**src/rtl/sat_counter.sv**
```systemverilog
// ---------------------------------------------------------------------------
// sat_counter
// Saturating up-counter with synchronous clear; clear has priority over
// increment. Holds at all-ones once reached.
//   clk_i    : clock, rising edge
//   rst_ni   : asynchronous active-low reset
//   clr_i    : synchronous clear
//   inc_i    : increment request
//   count_o  : current count
// ---------------------------------------------------------------------------
module sat_counter #(
    parameter int unsigned W = 16
) (
    input  logic         clk_i,
    input  logic         rst_ni,
    input  logic         clr_i,
    input  logic         inc_i,
    output logic [W-1:0] count_o
);

    logic [W-1:0] count_q, count_d;

    always_comb begin
        count_d = count_q;
        if (clr_i) begin
            count_d = '0;
        end else if (inc_i && (count_q != '1)) begin
            count_d = count_q + 1'b1;
        end
    end

    always_ff @(posedge clk_i or negedge rst_ni) begin
        if (!rst_ni) begin
            count_q <= '0;
        end else begin
            count_q <= count_d;
        end
    end

    assign count_o = count_q;

endmodule

```
**config.mk**
```make
export PLATFORM = sky130hd
export DESIGN_NAME = sat_counter
export DESIGN_NICKNAME = d
export VERILOG_FILES = /design/src/rtl/sat_counter.sv
export SDC_FILE = /design/constraint.sdc
export NUM_CORES = 1
export LEC_CHECK = 0
export ABC_AREA = 0
export BUFFER_PORTS_ARGS = -buffer_cell sky130_fd_sc_hd__buf_2
export CORE_MARGIN = 2
export CORE_UTILIZATION = 30
export CTS_CLUSTER_SIZE = 24
export DETAILED_ROUTE_END_ITERATION = 10
export PLACE_DENSITY = 0.52
export SYNTH_ARGS = -nofsm -noshare
export SYNTH_HDL_FRONTEND = slang
export SYNTH_SLANG_ARGS = --single-unit
```
**constraint.sdc**
```tcl
create_clock -name clk_i -period 3.4 [get_ports clk_i]
set_input_delay 0.34 -clock clk_i [delete_from_list [all_inputs] [get_ports clk_i]]
set_output_delay 0.34 -clock clk_i [all_outputs]
set_load 0.02 [all_outputs]
```
==> impl_metrics.ini <==
[run_status]
status = completed

[min_path]
hold_depth = 3
hp-class = in -> reg
hold_path_end = count_o[1]$_DFFE_PN0P_
min_from = inc_i

[logic_synthesis]
netlist_instances = 98
syn_area_um2 = 942
synth_fp_nets = 103
synthFlopType = dfrtp_1
avgSynthCellArea_um2 = 9.61
synth_edf_count = 0
yosys.area.top_type = dfrtp_1
async_reset_ff_share_pct = 100
synth_cell_types = 28
ys_seq_area_share_pct = 42.5
ys_top_cells_by_area = dfrtp_1 (42%), a21oi_1 (5.8%), o31ai_1 (5.6%)
synth.most_common_cell = dfrtp_1
synth_common_cells = dfrtp_1 (16), a21oi_1 (11), o31ai_1 (7)
synth_seq_cells = 16
ys_warn_count = 0
synth.top_cell.area_share_pct = 42.5

[cells_and_area]
largest_reg_flops = 16
area_growth_syn_to_layout_pct = 18.1
layout.nets = 123
stdcell_count = 161
antennaDiodeCount = 0
layout-drive-gt1-share_pct = 27.4
fillers = 309

[routing]
vias_per_cell = 5.46
ant_nets = 0
first_pass_iters = 4
drtIter0Drc = 28
drcViolationCount = 0
wl_per_cell_um = 13.9
wl_um = 2250
dr_total_vias = 879

[cts]
cts_resized = 0
clkLatencyLatePin_ns = 0.30
cts_tree = yes
clkTransAtPathRegs_ns = 0.10
cts_sinks = 16
numCtsBuffers = 3
htreeDepth = 1
clock-root-buffer = clkbuf_4
clock_path_buffers = 2

[pwr]
seqPwrFrac_pct = 55.1
pwr_density_cell_nw_per_um2 = 317
combPwrFrac_pct = 6.5
leakage_nw = 0.497
p_sw_share_pct = 25.4
vdd_drop_max_v = 0.000199
p_sw_mw = 0.0895
internal-power_mw = 0.263
clkPwrFrac_pct = 38.5

[setup_path]
cp_cell_sequence = ha_1, nand4_2, nor4_4, nor4_1, mux2_1
crit_path_start_kind = flop
cp_max_fo = 19
r2r_cells = 5
rr_startpoint = count_o[0]$_DFFE_PN0P_
slowest_delay_ns = 0.80
worstPathArrival_ns = 2.45
timing.rr.end = count_o[15]$_DFFE_PN0P_
cp_slowest_cell = nor4_4
critPathBufInv = 0
path_class = reg -> reg
cpLargestDelayFamily = simple AND/OR/NAND/NOR gates
reg2reg_slack_ns = 1.13
end_kind = flop
critPathRequiredTime_ns = 3.58

[floorplanning]
start_util_pct = 31.1
core_area_um2 = 3030
die_x_um = 60.0
io_pins = 20
die_y_um = 60.0
dieArea_um2 = 3600
rows = 20

[sta]
post-route-period-util_pct = 66.7
drv_slew = 0
finalSetupViolCount = 0
fin_crit_ns = 2.27
rsz0062_at_grt = false
fin_setup_tns_ns = 0
finalClockSkew_ns = 0.00781
hold_ws_ns = 0.342
hold_viol = 0
slew_headroom_pct = 42.2
worst_slew_pin_slew_ns = 0.860
clock.fmax_mhz = 441

[place]
gp_congestion = 0.792
dp_hpwl_um = 1530
io_buffers = 19
dpl.cell_count = 156

[global_routing]
grt_first_pass_wirelength_um = 3950
antenna_found_initial = 0
grt_pass1_vias = 826
globalRouteTotalUtil_pct = 14.5
grt_max_degree = 23
grt-ovfl-total = 0

[job]
max_cap_violations = 0
==> power groups by stage <==
stage	registers, mW	logic, mW	clock network (mW)
floorplan	0.200	0.0107	0
global placement	0.198	0.0227	0
detailed placement	0.198	0.0227	0
CTS	0.194	0.0238	0.138
global route	0.195	0.0267	0.147
finish	0.194	0.0229	0.136
==> layout by cell type (no fill, tap or decap), types with 2 or more instances in the layout <==
cell,netlist,final
buf_2,0,19
dfrtp_1,16,16
a21oi_1,11,11
o31ai_1,7,7
nand4_1,6,6
nand2_1,6,6
or4_1,5,5
nor2b_1,4,4
nor2_1,4,4
nor4_1,4,4
mux2_1,4,4
inv_1,3,3
nand3_1,3,3
o21ai_1,3,3
clkbuf_4,0,3
or4_2,2,2
or3_1,2,2
and4_2,2,2
and3_1,2,2
==> final cells by class <==
class,count,area [µm²],share of cell area (%)
Sequential cell,16,400,36.0
Inverter,3,11.3,1.01
Clock buffer,4,36.3,3.26
Timing Repair Buffer,20,105,9.45
Tap cell,44,55.1,4.95
Multi-Input combinational cell,74,504,45.3
==> cells by family (layout without fill, tap and decap cells) <==
group	Yosys count	after routing	synth area share [%]
AOI/OAI and AO/OA	24	24	16.2
buffers and inverters	8	27	3.98
and+or+nand+nor	45	45	31.2
DFF	16	16	42.5
adders and majority gates	1	1	1.33
muxes	4	4	4.78
==> tightest hold or removal path, delay by kind of cell <==
kind,cells,cell delay (ns)
buffers and inverters,1,0.12
AND/OR/NAND/NOR,1,0.08
AO/OA/AOI/OAI,1,0.06
==> metal layers <==
layer / vias up / GRT usage (%) / share of wire (%)
met1: 428 / 20.8 / 49
met4: 0 / 1.90 / 0.53
met2: 30 / 21.7 / 46
met5: - / 0 / 0
met3: 2 / 4.55 / 5.2
li1: 419 / - / -
==> what timing repair did <==
action	CTS	global route
setup buffers	0	0
endpoints found under the setup margin	0	0
hold endpoints to repair	16	0
hold buffers	1	0
==> how the worst max path moves through the flow <==
stage	from	end	slack (ns)	cells after the start
CTS	count_o[0]$_DFFE_PN0P_	count_o[15]$_DFFE_PN0P_	1.13	5
detailed placement	count_o[0]$_DFFE_PN0P_	count_o[15]$_DFFE_PN0P_	1.15	5
global route	count_o[0]$_DFFE_PN0P_	count_o[15]$_DFFE_PN0P_	1.0	5
global placement	count_o[0]$_DFFE_PN0P_	count_o[15]$_DFFE_PN0P_	1.24	5
finish	count_o[0]$_DFFE_PN0P_	count_o[15]$_DFFE_PN0P_	1.13	5
floorplan	count_o[0]$_DFFE_PN0P_	count_o[15]$_DFFE_PN0P_	1.52	5
==> metrics by stage <==
| stage | util [%] | worst slack (ns) | instance area, µm² | power [mW] |
|---|---|---|---|---|
| 5_1_grt | 36.7 | 0.996 | 1110 | 0.369 |
| 4_1_cts | 36.7 | 1.13 | 1110 | 0.357 |
| 6_report | 36.7 | 1.13 | 1110 | 0.353 |
| 3_5_place_dp | 35.2 | 1.15 | 1070 | 0.221 |
| 2_1_floorplan | - | 1.52 | 942 | 0.211 |
| 3_3_place_gp | 35.2 | 1.24 | 1070 | 0.220 |
Note: power is estimated with default switching activity, not from simulation.
